File: src/rtl/data_mem_ctrl_pkg.sv
// Shared types and sizes for the data-memory controller slice.
package mem_pkg;

  localparam int ADDR_W = 5;
  localparam int DATA_W = 8;
  localparam int DEPTH  = 32;
  localparam int CNT_W  = 3;

  typedef enum logic [1:0] {
    IDLE       = 2'd0,
    READ_WAIT  = 2'd1,
    WRITE_WAIT = 2'd2
  } mem_state_t;

  // Counter reload value for a latency parameter; a latency of 0 loads 0.
  function automatic logic [CNT_W-1:0] lat_load(input int lat);
    if (lat > 0) begin
      return CNT_W'(lat - 1);
    end else begin
      return {CNT_W{1'b0}};
    end
  endfunction

endpackage

File: src/rtl/data_mem_ctrl_if.sv
// Core load/store port: the core is the master, the memory controller the slave.
interface data_mem_ctrl_if;

  logic                       rd_mem;
  logic                       wr_mem;
  logic [mem_pkg::ADDR_W-1:0] address;
  logic [mem_pkg::DATA_W-1:0] data_o;
  logic [mem_pkg::DATA_W-1:0] data_i;
  logic                       data_stall;
  logic                       wbuf_valid;

  modport master (
    output rd_mem, wr_mem, address, data_o,
    input  data_i, data_stall, wbuf_valid
  );

  modport slave (
    input  rd_mem, wr_mem, address, data_o,
    output data_i, data_stall, wbuf_valid
  );

endinterface

File: src/rtl/data_mem_ctrl_write_buffer.sv
// One-entry posted write buffer with drain counter and store-to-load lookup.
module write_buffer import mem_pkg::*; #(
  parameter int WRITE_LAT = 3
) (
  input  logic              clk,
  input  logic              reset,
  input  logic              capture,
  input  logic [ADDR_W-1:0] cap_addr,
  input  logic [DATA_W-1:0] cap_data,
  input  logic [ADDR_W-1:0] lookup_addr,
  output logic              valid,
  output logic              hit,
  output logic [DATA_W-1:0] fwd_data,
  output logic              commit,
  output logic [ADDR_W-1:0] commit_addr,
  output logic [DATA_W-1:0] commit_data
);

  localparam logic [CNT_W-1:0] WR_LOAD = lat_load(WRITE_LAT);

  logic              valid_r;
  logic [ADDR_W-1:0] addr_r;
  logic [DATA_W-1:0] data_r;
  logic [CNT_W-1:0]  drain_cnt_r;

  // The entry stays visible (hit/forward) through its commit cycle.
  assign valid       = valid_r;
  assign hit         = valid_r && (addr_r == lookup_addr);
  assign fwd_data    = data_r;
  assign commit      = valid_r && (drain_cnt_r == {CNT_W{1'b0}});
  assign commit_addr = addr_r;
  assign commit_data = data_r;

  // Entry register: a capture overrides the commit-clear of the old entry.
  always_ff @(posedge clk or posedge reset) begin
    if (reset) begin
      valid_r     <= 1'b0;
      addr_r      <= {ADDR_W{1'b0}};
      data_r      <= {DATA_W{1'b0}};
      drain_cnt_r <= {CNT_W{1'b0}};
    end else if (capture) begin
      valid_r     <= 1'b1;
      addr_r      <= cap_addr;
      data_r      <= cap_data;
      drain_cnt_r <= WR_LOAD;
    end else if (commit) begin
      valid_r     <= 1'b0;
    end else if (valid_r) begin
      drain_cnt_r <= drain_cnt_r - 3'd1;
    end
  end

endmodule

File: src/rtl/data_mem_ctrl.sv
// Data-memory controller: 32x8 array, posted write buffer, read wait-state FSM.
module data_mem_ctrl import mem_pkg::*; #(
  parameter int READ_LAT  = 2,
  parameter int WRITE_LAT = 3
) (
  input  logic          clk,
  input  logic          reset,
  data_mem_ctrl_if.slave bus
);

  localparam logic [CNT_W-1:0] RD_LOAD = lat_load(READ_LAT);

  mem_state_t        state_r;
  mem_state_t        state_next_s;
  logic [DATA_W-1:0] mem_r [DEPTH];
  logic [ADDR_W-1:0] raddr_r;
  logic [CNT_W-1:0]  rcnt_r;

  logic              rload_s;
  logic              rdec_s;
  logic              capture_s;
  logic              data_stall_s;
  logic [DATA_W-1:0] data_i_s;
  logic [ADDR_W-1:0] rd_addr_s;
  logic [DATA_W-1:0] rd_word_s;

  logic              wb_valid_s;
  logic              wb_hit_s;
  logic [DATA_W-1:0] wb_fwd_s;
  logic              wb_commit_s;
  logic [ADDR_W-1:0] wb_commit_addr_s;
  logic [DATA_W-1:0] wb_commit_data_s;

  write_buffer #(.WRITE_LAT(WRITE_LAT)) u_wbuf (
    .clk         (clk),
    .reset       (reset),
    .capture     (capture_s),
    .cap_addr    (bus.address),
    .cap_data    (bus.data_o),
    .lookup_addr (bus.address),
    .valid       (wb_valid_s),
    .hit         (wb_hit_s),
    .fwd_data    (wb_fwd_s),
    .commit      (wb_commit_s),
    .commit_addr (wb_commit_addr_s),
    .commit_data (wb_commit_data_s)
  );

  // Single read port: the latched address while waiting, otherwise the live one,
  // so a wait-state read samples the array at completion and sees late commits.
  assign rd_addr_s = (state_r == READ_WAIT) ? raddr_r : bus.address;
  assign rd_word_s = mem_r[rd_addr_s];

  assign bus.data_i     = data_i_s;
  assign bus.data_stall = data_stall_s;
  assign bus.wbuf_valid = wb_valid_s;

  // FSM state register.
  always_ff @(posedge clk or posedge reset) begin
    if (reset) begin
      state_r <= IDLE;
    end else begin
      state_r <= state_next_s;
    end
  end

  // Next-state logic; a write request always takes priority over a read.
  always_comb begin
    state_next_s = state_r;
    case (state_r)
      IDLE: begin
        if (bus.wr_mem) begin
          if (wb_valid_s && !wb_commit_s) begin
            state_next_s = WRITE_WAIT;
          end else begin
            state_next_s = IDLE;
          end
        end else if (bus.rd_mem && !wb_hit_s && (READ_LAT > 0)) begin
          state_next_s = READ_WAIT;
        end else begin
          state_next_s = IDLE;
        end
      end
      READ_WAIT: begin
        if (!bus.rd_mem || (rcnt_r == 3'd0)) begin
          state_next_s = IDLE;
        end else begin
          state_next_s = READ_WAIT;
        end
      end
      WRITE_WAIT: begin
        if (!bus.wr_mem || wb_commit_s) begin
          state_next_s = IDLE;
        end else begin
          state_next_s = WRITE_WAIT;
        end
      end
      default: begin
        state_next_s = IDLE;
      end
    endcase
  end

  // Output / control decode; outputs are held at zero while reset is asserted.
  always_comb begin
    capture_s    = 1'b0;
    rload_s      = 1'b0;
    rdec_s       = 1'b0;
    data_stall_s = 1'b0;
    data_i_s     = 8'h00;
    if (reset) begin
      data_stall_s = 1'b0;
    end else begin
      case (state_r)
        IDLE: begin
          if (bus.wr_mem) begin
            if (!wb_valid_s || wb_commit_s) begin
              capture_s = 1'b1;
            end else begin
              data_stall_s = 1'b1;
            end
          end else if (bus.rd_mem) begin
            if (wb_hit_s) begin
              data_i_s = wb_fwd_s;
            end else if (READ_LAT == 0) begin
              data_i_s = rd_word_s;
            end else begin
              data_stall_s = 1'b1;
              rload_s      = 1'b1;
            end
          end else begin
            data_i_s = 8'h00;
          end
        end
        READ_WAIT: begin
          if (!bus.rd_mem) begin
            data_i_s = 8'h00;
          end else if (rcnt_r != 3'd0) begin
            data_stall_s = 1'b1;
            rdec_s       = 1'b1;
          end else begin
            data_i_s = rd_word_s;
          end
        end
        WRITE_WAIT: begin
          if (!bus.wr_mem) begin
            data_stall_s = 1'b0;
          end else if (wb_commit_s) begin
            capture_s = 1'b1;
          end else begin
            data_stall_s = 1'b1;
          end
        end
        default: begin
          data_stall_s = 1'b0;
        end
      endcase
    end
  end

  // Read wait-state counter and latched read address.
  always_ff @(posedge clk or posedge reset) begin
    if (reset) begin
      rcnt_r  <= 3'd0;
      raddr_r <= {ADDR_W{1'b0}};
    end else if (rload_s) begin
      rcnt_r  <= RD_LOAD;
      raddr_r <= bus.address;
    end else if (rdec_s) begin
      rcnt_r  <= rcnt_r - 3'd1;
    end
  end

  // Storage array; its only writer is the buffer commit.
  always_ff @(posedge clk or posedge reset) begin
    if (reset) begin
      for (int i = 0; i < DEPTH; i++) begin
        mem_r[i] <= 8'h00;
      end
    end else if (wb_commit_s) begin
      mem_r[wb_commit_addr_s] <= wb_commit_data_s;
    end
  end

endmodule

File: src/flat_wrapper.sv
// flat-port wrapper written by rule: the top's interface ports become plain ports
module data_mem_ctrl_flat import mem_pkg::*;
#(
  parameter int READ_LAT  = 2,
  parameter int WRITE_LAT = 3
)
  (clk, reset, bus_rd_mem, bus_wr_mem, bus_address, bus_data_o, bus_data_i, bus_data_stall, bus_wbuf_valid);
  data_mem_ctrl_if bus_i ();
  input  logic clk;
  input  logic reset;
  input wire logic [$bits(bus_i.rd_mem)-1:0] bus_rd_mem;
  input wire logic [$bits(bus_i.wr_mem)-1:0] bus_wr_mem;
  input wire logic [$bits(bus_i.address)-1:0] bus_address;
  input wire logic [$bits(bus_i.data_o)-1:0] bus_data_o;
  output wire logic [$bits(bus_i.data_i)-1:0] bus_data_i;
  output wire logic [$bits(bus_i.data_stall)-1:0] bus_data_stall;
  output wire logic [$bits(bus_i.wbuf_valid)-1:0] bus_wbuf_valid;
  assign bus_i.rd_mem = bus_rd_mem;
  assign bus_i.wr_mem = bus_wr_mem;
  assign bus_i.address = bus_address;
  assign bus_i.data_o = bus_data_o;
  assign bus_data_i = bus_i.data_i;
  assign bus_data_stall = bus_i.data_stall;
  assign bus_wbuf_valid = bus_i.wbuf_valid;
  data_mem_ctrl #(.READ_LAT(READ_LAT), .WRITE_LAT(WRITE_LAT)) u_core (.clk(clk), .reset(reset), .bus(bus_i));
endmodule
File: config.mk
export PLATFORM = sky130hd
export DESIGN_NAME = data_mem_ctrl_flat
export DESIGN_NICKNAME = d
export VERILOG_FILES = /design/src/rtl/data_mem_ctrl_pkg.sv /design/src/rtl/data_mem_ctrl_if.sv /design/src/rtl/data_mem_ctrl_write_buffer.sv /design/src/rtl/data_mem_ctrl.sv /design/src/flat_wrapper.sv
export SDC_FILE = /design/constraint.sdc
export NUM_CORES = 1
export LEC_CHECK = 0
export CAP_MARGIN = 25
export CORE_MARGIN = 5
export CORE_UTILIZATION = 60
export CTS_CLUSTER_DIAMETER = 80
export DETAILED_ROUTE_END_ITERATION = 6
export PLACE_DENSITY = 0.83
export SYNTH_ARGS = -nofsm -noshare
export SYNTH_HDL_FRONTEND = slang
export SYNTH_SLANG_ARGS = --single-unit
File: constraint.sdc
create_clock -name clk -period 9.85 [get_ports clk]
set_clock_uncertainty 0.05 [all_clocks]
set_input_delay 0.985 -clock clk [delete_from_list [all_inputs] [get_ports clk]]
set_output_delay 0.985 -clock clk [all_outputs]
set_load 0.01 [all_outputs]
==> metrics list, run 1 <==
- The flow ran to the end, and the final reports show no timing, DRC or antenna violations.
* Ports: 27
* Ordered cell list for the critical path: and3b_1, a21o_4, buf_4, mux2i_1, a2111oi_0, a2bb2oi_1, o211ai_1, clkdlybuf4s50_1
- Once detail routing completed, the nets flagged for antenna violations numbered 0.
- Netlist cell types: 55
* Clock network latency to the later pin of the worst-skew pair: 0.57 ns
* Yosys synthesis warning count: 0
- In this run, CTS created clock tree buffers numbering 29.
* Number of rows in the core area: 55
- The critical path is of the reg2out type.
* Setup crit start kind: flop
* Power per cell area: 275 nW/um2
- Static timing analysis puts the maximum clock frequency at 163 MHz.
- Core footprint: 22500 um2
- Final RePlAce weighted congestion: 0.870
* RSZ-0062 raised after global routing: no
- Once placement finished, the instance area stood at 14000 um2.
- The clock passes through at most 3 buffers.
- Across the run, the number of max-cap violations was 0.
- The kind of cell with the highest combined delay along the critical path is compound AO/OA/AOI/OAI gates.
- STA classifies the critical path endpoint as a primary output.
- The slowest stage of the critical path is the buf_4 cell.
- Number of detailed-routing iterations run before antenna repair: 7
* Final standard cell area without fillers: 14900 um2
- Of the available clock period, the critical path in the final layout requires 62.1%.
- For the worst setup path, the data required time is 8.82 ns.
* Worst min-delay path class: reg2reg
- Count of mapped cells out of synthesis: 1107
- For this run, the leading register cell type out of synthesis is dfrtp_1.
- Seq cells post-synth: 283
- Relative to the synthesized area, the layout overhead comes to 9.68%.
- In the routed design, unresolved DRC markers number 0.
- VDD sags by at most 0.158 mV.
- After detailed routing, the total wire length is 33900 um.
- Min Clock Period, post-route: 6.12 ns
- Vias in the first global route: 9657
- The final route contains 9211 vias.
- TritonCTS built the clock tree.
- Share of the yosys chip area belonging to registers: 52.0%
* Root Driver: clkbuf_16
- Slew of the pin with the lowest slew margin: 1.08 ns
- The number of antenna diodes in the final layout is 0.
* Largest stage delay, worst path: 0.83 ns
- Detail-routed via count per cell: 6.54
- Total negative slack: 0 ns
* Post-synthesis net count: 1128
- Total setup buffers inserted after CTS: 0
- In this run the worst path has a maximum fanout of 74.
* Die footprint: 25800 um2
* Synth async-reset ratio: 100%
* Count of flip-flops with a built-in enable after synthesis: 0
- Once the floorplan was initialized, standard cells occupied 60.5% of the core.
- Hold-fix buffers at CTS: 0
* Arr. time, crit path: 5.09 ns
* Post-detailed-placement half-perimeter wirelength: 21000 um
- Leak pwr: 6.99 nW
* Buffers & Inverters on Critical Path: 2
* Mean area per synthesized cell: 12.3 um2
- Entering global routing, the biggest net connects 157 pins.
- Worst max-slew margin expressed relative to the limit: 27.5%
- Total global routing overflow: 0
- First-pass GRT wire length: 54200 um
* Number of gates resized after CTS: 0
- The net count of the finished layout is 1123.
- Clock Sinks: 283
- Final hold viol count: 0
* Die Ht: 161 um
* Final core utilization: 66.4%
- H-Tree Depth: 1
* Die X-Extent: 161 um
- The number of max-slew violations in the final report is 0.
* Layout cells sized above 1: 31.6%
- Routed len/inst: 24.0 um
- For this run, the total global-route usage over all layers was measured as 26.4%.
- The number of antenna violations at the first check in global routing was 0.
- Worst hold margin: 0.454 ns
* Count of routing violations after the opening detailed-route iteration: 975
* Port Buffer Count: 26
- Setup violations remaining at the end of the flow were counted as 0.
* Clock transition at the registers of the reported paths: 0.06 ns
- The cell area that synthesis handed to floorplanning was 13600 um2.
==> power breakdown <==
part	internal [mW]	switching [mW]	leakage, nW
combinational	0.540	0.734	2.65
sequential	1.51	0.254	3.86
clock	0.610	0.460	0.474
total	2.66	1.45	6.99
==> state kept, by name, summed over array words and instances, names as in the netlist <==
| register | count |
|---|---|
| u_core.u_wbuf.drain_cnt_r | 3 |
| u_core.state_r | 2 |
| u_core.rcnt_r | 3 |
| u_core.raddr_r | 5 |
| u_core.mem_r | 256 |
| u_core.u_wbuf.commit_data | 8 |
| u_core.u_wbuf.commit_addr | 5 |
| u_core.u_wbuf.valid | 1 |
==> cell usage in the layout, fill, tap and decap left out, types with 5 or more instances in the layout <==
cell type,instances
clkinv_2,8
o21ai_0,11
nand3b_1,6
nand4_1,13
a211oi_1,24
a222oi_1,7
mux2i_1,65
nor2_1,46
nand3_1,32
mux2_2,274
xnor2_1,6
clkdlybuf4s50_1,26
a32oi_1,14
o221ai_1,8
clkbuf_8,9
dfrtp_1,283
inv_1,21
a31oi_1,9
a22oi_1,8
clkbuf_16,29
nor3_1,9
buf_4,13
nand2_1,123
nor3b_1,5
o211ai_1,8
==> logic make-up after synthesis <==
group,after synthesis,share of synthesized area [%]
AO/OA/AOI/OAI,114,6.67
XOR/XNOR,6,0.386
adder cells (fa/ha/maj),4,0.368
buffers and inverters,98,3.41
flip-flops,283,52.0
multiplexers,349,28.8
AND/OR/NAND/NOR,253,8.38
==> Yosys cell counts (11+ instances only) <==
| cell type | count | area, um2 |
|---|---|---|
| dfrtp_1 | 283 | 7080 |
| mux2_2 | 274 | 3090 |
| nand2_1 | 123 | 462 |
| mux2i_1 | 65 | 651 |
| clkbuf_1 | 46 | 173 |
| nor2_1 | 46 | 173 |
| nand3_1 | 32 | 160 |
| a211oi_1 | 24 | 180 |
| inv_1 | 22 | 82.6 |
| a32oi_1 | 14 | 123 |
| buf_2 | 14 | 70.1 |
| nand4_1 | 13 | 81.3 |
| o21ai_0 | 11 | 55.1 |
==> worst paths after layout <==
check,endpoint,cells after the start,slack (ns),start
worst max-delay path,bus_data_i[3],8,3.73,u_core.raddr_r[0]
worst min-delay path,u_core.mem_r[209],1,0.45,u_core.mem_r[209]
worst max register to register,u_core.mem_r[158],7,6.95,u_core.u_wbuf.drain_cnt_r[0]
worst min register to register,u_core.mem_r[209],1,0.45,u_core.mem_r[209]
max in group asynchronous,u_core.mem_r[54],3,7.23,reset
min in group asynchronous,u_core.rcnt_r[2],2,1.07,reset
==> per-layer routing <==
metal	global-route usage, %	part of all wire (%)	vias to the layer above
li1	-	-	3988
met1	37.1	42	4707
met2	41.8	47	414
met3	4.54	7.8	102
met4	9.62	3.4	0
met5	0	0	-
==> area by class of cell <==
cell class | instances | area (um2)
clock inverter | 10 | 71.3
multi-input combinational | 726 | 6090
fill | 1608 | 7570
tap | 285 | 357
clock buffer | 42 | 865
timing repair buffer | 40 | 378
sequential | 283 | 7080
inverter | 22 | 90.1
==> per-stage QoR <==
stage	instances	worst slack, ns	power [mW]
after global routing	1408	3.63	4.31
final	1408	3.73	4.11
after floorplan	1107	0.756	2.66
after detailed placement	1356	3.91	3.02
after global placement	1356	3.87	2.96
after CTS	1408	3.79	4.09
Note: power is estimated with default switching activity, not from simulation.
==> run 2, diff against run 1 <==
--- a/config.mk
+++ b/config.mk
@@ -7,10 +7,10 @@
 export LEC_CHECK = 0
 export CAP_MARGIN = 25
 export CORE_MARGIN = 5
-export CORE_UTILIZATION = 60
+export CORE_UTILIZATION = 56
 export CTS_CLUSTER_DIAMETER = 80
 export DETAILED_ROUTE_END_ITERATION = 6
-export PLACE_DENSITY = 0.83
+export PLACE_DENSITY = 0.82
 export SYNTH_ARGS = -nofsm -noshare
 export SYNTH_HDL_FRONTEND = slang
 export SYNTH_SLANG_ARGS = --single-unit
==> constraint.sdc (replaced) <==
create_clock -name clk -period 5.1 [get_ports clk]
set_clock_uncertainty 0.05 [all_clocks]
set_input_delay 0.51 -clock clk [delete_from_list [all_inputs] [get_ports clk]]
set_output_delay 0.51 -clock clk [all_outputs]
set_load 0.01 [all_outputs]
==> metrics list, run 2 (synthesis gave the netlist of run 1 again) <==
- Crit end category: primary output (unchanged)
- Most common library cell in the layout ignoring fill and taps: dfrtp_1 (unchanged)
- Min Clock Period, post-route: 4.84 ns
- Setup crit start kind: flop (unchanged)
- Number of nets at the end of the flow: 1134 (was 1123)
* Detail-routed via count per cell: 6.37 (was 6.54)
- Top library cells by usage in the layout, fill and taps aside: dfrtp_1, mux2_2, nand2_1 (unchanged).
- Final WL: 34300 um (was 33900 um)
- The total I/O pin count was 27 (unchanged).
- The max-capacitance violation count is 0 (unchanged).
- Post-detailed-placement half-perimeter wirelength: 21700 um (was 21000 um)
- The number of flip-flops under the largest register name was 256 (unchanged).
- Worst min-delay path class: reg2reg (unchanged)
* Worst slack, placed: 0.767 ns (was 3.91 ns)
* Number of cells in the design after placement: 1404 (was 1356)
* Max Transition Viols Final: 0 (unchanged)
* Setup Viol. Count Final: 0 (unchanged)
* Filler Cell Count: 1909 (was 1608)
- The relative area change from synthesis to final layout is 11.3% (was 9.68%).
* Highest fanout seen on the critical path: 20 (was 74)
* Antenna diode count: 0 (unchanged)
- Die footprint: 27500 um2 (was 25800 um2)
- Clock transition at the registers of the reported paths: 0.06 ns (about the same)
* Root Driver: clkbuf_16 (unchanged)
- Number of rows in the core area: 57 (was 55)
- H-Tree Depth: 1 (unchanged)
* Number of gates resized after CTS: 0 (unchanged)
- Final hold viol count: 0 (unchanged)
* Initial Utilization: 56.5% (was 60.5%)
- The overflow left after global routing was 0 (unchanged).
* Max Fclk: 206 MHz
- Post-place instance area: 14100 um2 (was 14000 um2)
- Number of buffers created by CTS: 30 (was 29)
- In the finished design, the share of the clock period the worst path needs comes to 95.0%.
- Hold-fix buffers at CTS: 0 (unchanged)
- Overall power of the completed layout: 8.11 mW (was 4.11 mW)
- The fraction of final layout cells with drive strength greater than 1 was 31.9% (was 31.6%).
- The die span in y is 166 um (was 161 um).
- First-pass GRT wire length: 54900 um (was 54200 um)
* Number of antenna violations at the first check in global routing: 0 (unchanged)
* Die X-Extent: 166 um (was 161 um)
- DRC Markers: 0 (unchanged)
* Slew of the pin with the lowest slew margin: 1.01 ns (was 1.08 ns)
- Run status: finished clean (unchanged)
- Leak pwr: 7.06 nW (was 6.99 nW)
- The residual antenna-violating net count after detailed routing was 0 (unchanged).
- The fraction of the core area covered by cells at the end of the flow was 62.8% (was 66.4%).
- Final RePlAce weighted congestion: 0.941 (was 0.870)
- The required time at the worst-slack endpoint was 4.54 ns (was 8.82 ns).
- The clock latency reported for the late side of the worst-skew pair was 0.55 ns (was 0.57 ns).
- The average detailed-routed wire length per instance is 23.6 um (was 24.0 um).
- The via total after detailed routing came to 9292 (was 9211).
- Number of detailed-routing iterations run before antenna repair: 6 (was 7)
- Clock tree from TritonCTS: yes (unchanged)
- The global routing usage summed across all routing layers was 24.8% (was 26.4%).
- Clock Sinks: 283 (unchanged)
* Arr. time, crit path: 4.28 ns (was 5.09 ns)
- Port Buffer Count: 26 (unchanged)
- The final cell area excluding filler cells came to 15100 um2 (was 14900 um2).
- Largest net degree at the start of global routing: 151 (was 157)
- The floorplan core area is 24100 um2 (was 22500 um2).
- Register ranked first by flip-flop count: u_core.mem_r (unchanged)
* Power per cell area: 536 nW/um2 (was 275 nW/um2)
* Worst max-slew margin expressed relative to the limit: 32.4% (was 27.5%)
* Total negative slack: 0 ns (unchanged)
* Count of non-filler cells in the finished layout: 1458 (was 1408)
- Post-layout worst setup margin: 0.256 ns (was 3.73 ns)
- The via count of the first global-routing pass came to 9634 (was 9657).
- The peak supply drop came to 0.317 mV (was 0.158 mV).
- RSZ-0062 raised after global routing: no (unchanged)
- The initial detailed-routing violation count came to 973 (was 975).
* Clock buffer depth: 3 (unchanged)
* Worst hold margin: 0.450 ns (was 0.454 ns)
- The type of the setup path with the least slack is reg2out (unchanged).
- The post-CTS setup buffer count was 0 (unchanged).
-- run 2: changes by cell type in the layout (fill, tap and decap cells not counted), moves of 2 or more --
cell / before / now
buf_4: 13 / 21
clkbuf_1: 4 / 8
clkbuf_8: 9 / 5
clkinv_2: 8 / 4
bufinv_16: 0 / 3
clkbuf_16: 29 / 31
clkinvlp_4: 0 / 2
inv_8: 2 / 0
-- run 2: worst paths after layout --
kind                                                    from                 to  slack, ns  cells after the start
min in group asynchronous                              reset   u_core.rcnt_r[2]       0.64                      3
worst min register to register             u_core.mem_r[225]  u_core.mem_r[225]       0.45                      1
worst min-delay path                       u_core.mem_r[225]  u_core.mem_r[225]       0.45                      1
max in group asynchronous                              reset   u_core.mem_r[73]       2.41                      6
worst max register to register  u_core.u_wbuf.drain_cnt_r[0]   u_core.mem_r[58]       2.25                      7
worst max-delay path                       u_core.state_r[0]      bus_data_i[1]       0.26                      7
-- run 2: final cells by class --
| class | count | area [um2] | area share [%] |
|---|---|---|---|
| Multi-Input combinational cell | 726 | 6090 | 40.2 |
| Inverter | 22 | 86.3 | 0.570 |
| Clock inverter | 9 | 126 | 0.834 |
| Timing Repair Buffer | 50 | 485 | 3.20 |
| Sequential cell | 283 | 7080 | 46.7 |
| Tap cell | 324 | 405 | 2.68 |
| Clock buffer | 44 | 875 | 5.77 |
-- run 2: worst max-delay path, stage by stage, from the launching register on --
cell	delay, ns
dfrtp_1	0.43
nor2b_2	0.75
mux2i_4	0.63
buf_12	0.26
mux4_2	0.50
a22oi_1	0.39
nand4_1	0.21
clkdlybuf4s50_1	0.52
-- run 2: per-layer routing --
metal / routed length [um] / track usage (%)
met5: 0 / 0
met4: 1180 / 8.36
met3: 2330 / 4.74
met2: 16200 / 39.5
met1: 14600 / 34.7
-- run 2: where the power goes --
part           total (mW)  switching (mW)  internal (mW)
clock                2.21           0.877           1.33
sequential           3.41           0.495           2.91
combinational        2.50            1.43           1.07
==> run 3, diff against run 2 <==
--- a/config.mk
+++ b/config.mk
@@ -6,6 +6,7 @@
 export NUM_CORES = 1
 export LEC_CHECK = 0
 export CAP_MARGIN = 25
+export CORE_ASPECT_RATIO = 0.75
 export CORE_MARGIN = 5
 export CORE_UTILIZATION = 56
 export CTS_CLUSTER_DIAMETER = 80
@@ -14,3 +15,4 @@
 export SYNTH_ARGS = -nofsm -noshare
 export SYNTH_HDL_FRONTEND = slang
 export SYNTH_SLANG_ARGS = --single-unit
+export TNS_END_PERCENT = 5
==> metrics list, run 3 (synthesis gave the netlist of run 1 again) <==
- The CTS tree is yes (unchanged).
- Met2 track utilization from global routing: 35.5% (was 39.5%)
- Min Clock Period, post-route: 4.87 ns (was 4.84 ns)
- The worst reg2reg path startpoint was u_core.u_wbuf.drain_cnt_r[0] (unchanged).
- Run status: finished clean (unchanged)
- Worst hold margin: 0.326 ns (was 0.450 ns)
- Register ranked first by flip-flop count: u_core.mem_r (unchanged)
- The beginning of the critical path is u_core.state_r[0] (unchanged).
* Total via count after detailed routing: 9316 (was 9292)
- Die X-Extent: 190 um (was 166 um)
* Top library cells by usage in the layout, fill and taps aside: dfrtp_1, mux2_2, nand2_1 (unchanged)
* Hold-fix buffers at CTS: 0 (unchanged)
- The sum of buffers and inverters on the critical path came to 1 (was 2).
- The most common cell after layout, fill and taps aside is dfrtp_1 (unchanged).
- Overall power of the completed layout: 8.08 mW (was 8.11 mW)
* Layout-stage area growth over the synthesis result: 11.1% (was 11.3%)
* Root Driver: clkbuf_16 (unchanged)
* Detail-routed via count per cell: 6.39 (was 6.37)
- Max Transition Viols Final: 0 (unchanged)
- Busiest metal layer after global routing: met1 (was met2)
- Met3 Resource Use GR: 8.00% (was 4.74%)
* Total routing resource utilization after global routing: 24.9% (was 24.8%)
- The floorplan core area was 24000 um2 (was 24100 um2).
* Number of cell instances on the worst register-to-register path: 7 (unchanged)
* Reg2reg setup slack: 2.23 ns (was 2.25 ns)
- The kind of cell adding the most delay to the critical path was multiplexers (unchanged).
- The via count of the first global-routing pass was 9522 (was 9634).
- Post-layout worst setup margin: 0.230 ns (was 0.256 ns)
- The level count of the clock H-tree is 1 (unchanged).
* Global-route met1 utilization: 36.7% (was 34.7%)
- Port Buffer Count: 26 (unchanged)
- RSZ-0062 raised after global routing: yes (was no).
* Slew of the pin with the lowest slew margin: 1.14 ns (was 1.01 ns)
- The type of the setup path with the least slack was reg2out (unchanged).
- The post-place setup slack was 0.764 ns (was 0.767 ns).
- Ordered cell list for the critical path: nor2b_2, mux2i_4, mux2_1, a221oi_1, a2bb2oi_1, o211ai_1, clkdlybuf4s50_1 (was nor2b_2, mux2i_4, buf_12, mux4_2, a22oi_1, nand4_1, clkdlybuf4s50_1)
* Power per cell area: 534 nW/um2 (was 536 nW/um2)
- Final RePlAce weighted congestion: 0.919 (was 0.941)
- Count of routing violations after the opening detailed-route iteration: 1008 (was 973)
- Number of rows in the core area: 49 (was 57)
- Final WL: 34400 um (was 34300 um)
* Critical path's slowest cell: nor2b_2 (unchanged)
- The total I/O pin count came to 27 (unchanged).
- Worst min-delay path class: in2async (was reg2reg)
* Peak supply drop: 0.490 mV (was 0.317 mV)
- Clock network latency to the later pin of the worst-skew pair: 0.54 ns (was 0.55 ns)
- The initial cell density of the core came to 56.8% (was 56.5%).
- Worst max-slew margin expressed relative to the limit: 23.7% (was 32.4%)
- Die footprint: 27600 um2 (was 27500 um2)
* Largest stage delay, worst path: 0.80 ns (was 0.75 ns)
* Highest fanout seen on the critical path: 19 (was 20)
- Number of max-cap violations: 0 (unchanged)
- The maximum clock frequency was 205 MHz (was 206 MHz).
- Remaining antenna violation count after routing: 0 (unchanged)
- Final hold viol count: 0 (unchanged)
- The data arrival time of the critical path came to 4.31 ns (was 4.28 ns).
- The fraction of the core area covered by cells at the end of the flow is 63.1% (was 62.8%).
* Number of antenna violations at the first check in global routing: 0 (unchanged)
- Number of detailed-routing iterations run before antenna repair: 6 (unchanged)
- The average detailed-routed wire length per instance came to 23.6 um (about the same).
- DRC Markers: 0 (unchanged)
* Clock Sinks: 283 (unchanged)
* Number of nets at the end of the flow: 1129 (was 1134)
* Clock buffer depth: 3 (unchanged)
- Setup Viol. Count Final: 0 (unchanged)
* First-pass GRT wire length: 54800 um (was 54900 um)
* Number of buffers created by CTS: 26 (was 30)
* Clock transition at the registers of the reported paths: 0.06 ns (about the same)
- Largest net degree at the start of global routing: 202 (was 151)
- The number of flip-flops under the largest register name was 256 (unchanged).
- The overflow left after global routing came to 0 (unchanged).
- The capturing element type of the critical path is a primary output (unchanged).
* Die Ht: 145 um (was 166 um)
* Critical path data required time: 4.54 ns (about the same)
- The post-detailed-placement half-perimeter wirelength is 22100 um (was 21700 um).
- Cell count along the critical path: 7 (unchanged)
- Period utilization: 95.5% (was 95.0%)
- Layout cells sized above 1: 31.9% (about the same)
* Leak pwr: 7.04 nW (was 7.06 nW)
* Setup crit start kind: flop (unchanged)
-- run 3: cell types whose count changed in the layout (fill, tap and decap cells not counted), sizes merged --
cell    delta
diode      +1
inv        -1
clkbuf     -7
buf        -1
clkinv     -1
bufinv     +2
-- run 3: power by group --
part           internal (mW)  total (mW)  leakage (nW)  switching (mW)
Combinational           1.07        2.52          2.70            1.45
Sequential              2.91        3.39          3.86           0.482
Clock                   1.32        2.17         0.469           0.850
-- run 3: per-layer routing --
| layer | wire [um] | part of all wire, % | vias to the layer above |
|---|---|---|---|
| li1 | - | - | 4002 |
| met2 | 14900 | 43 | 460 |
| met1 | 15000 | 44 | 4771 |
| met4 | 988 | 2.9 | 0 |
| met5 | 0 | 0 | - |
| met3 | 3480 | 10 | 83 |
-- run 3: final cells by class --
| type | instances | area, um2 |
|---|---|---|
| Inverter | 22 | 86.3 |
| Fill cell | 1747 | 8850 |
| Multi-Input combinational cell | 726 | 6090 |
| Antenna cell | 1 | 2.50 |
| Clock inverter | 9 | 173 |
| Sequential cell | 283 | 7080 |
| Timing Repair Buffer | 49 | 485 |
| Tap cell | 331 | 414 |
| Clock buffer | 37 | 783 |
-- run 3: metrics by stage --
step                TNS [ns]  instances  cell area (um2)
floorplan             -12.15       1107            13600
global placement           0       1409            14100
detailed placement         0       1409            14100
CTS                        0       1455            15100
global route         -0.0245       1457            15100
finish                     0       1458            15100
-- run 3: final timing paths --
| kind | endpoint |
|---|---|
| worst max-delay path | bus_data_i[3] |
| worst min-delay path | u_core.raddr_r[1] |
| worst max register to register | u_core.mem_r[28] |
| worst min register to register | u_core.mem_r[189] |
| max in group asynchronous | u_core.mem_r[44] |
| min in group clk | u_core.mem_r[189] |
-- run 3: repair_timing --
item | CTS | global route
buffers inserted | 0 | 0
endpoints found under the setup margin | 0 | 3
gates resized for setup | 0 | 3
endpoints found under the hold margin | 0 | 0
-- run 3: worst reg2reg max path, cell delays in order, from the launching register on --
cell     delay (ns)
dfrtp_1        0.36
inv_1          0.09
ha_1           0.16
ha_1           0.26
nand2_1        0.14
or3_1          0.45
nor2_1         0.80
mux2_2         0.43
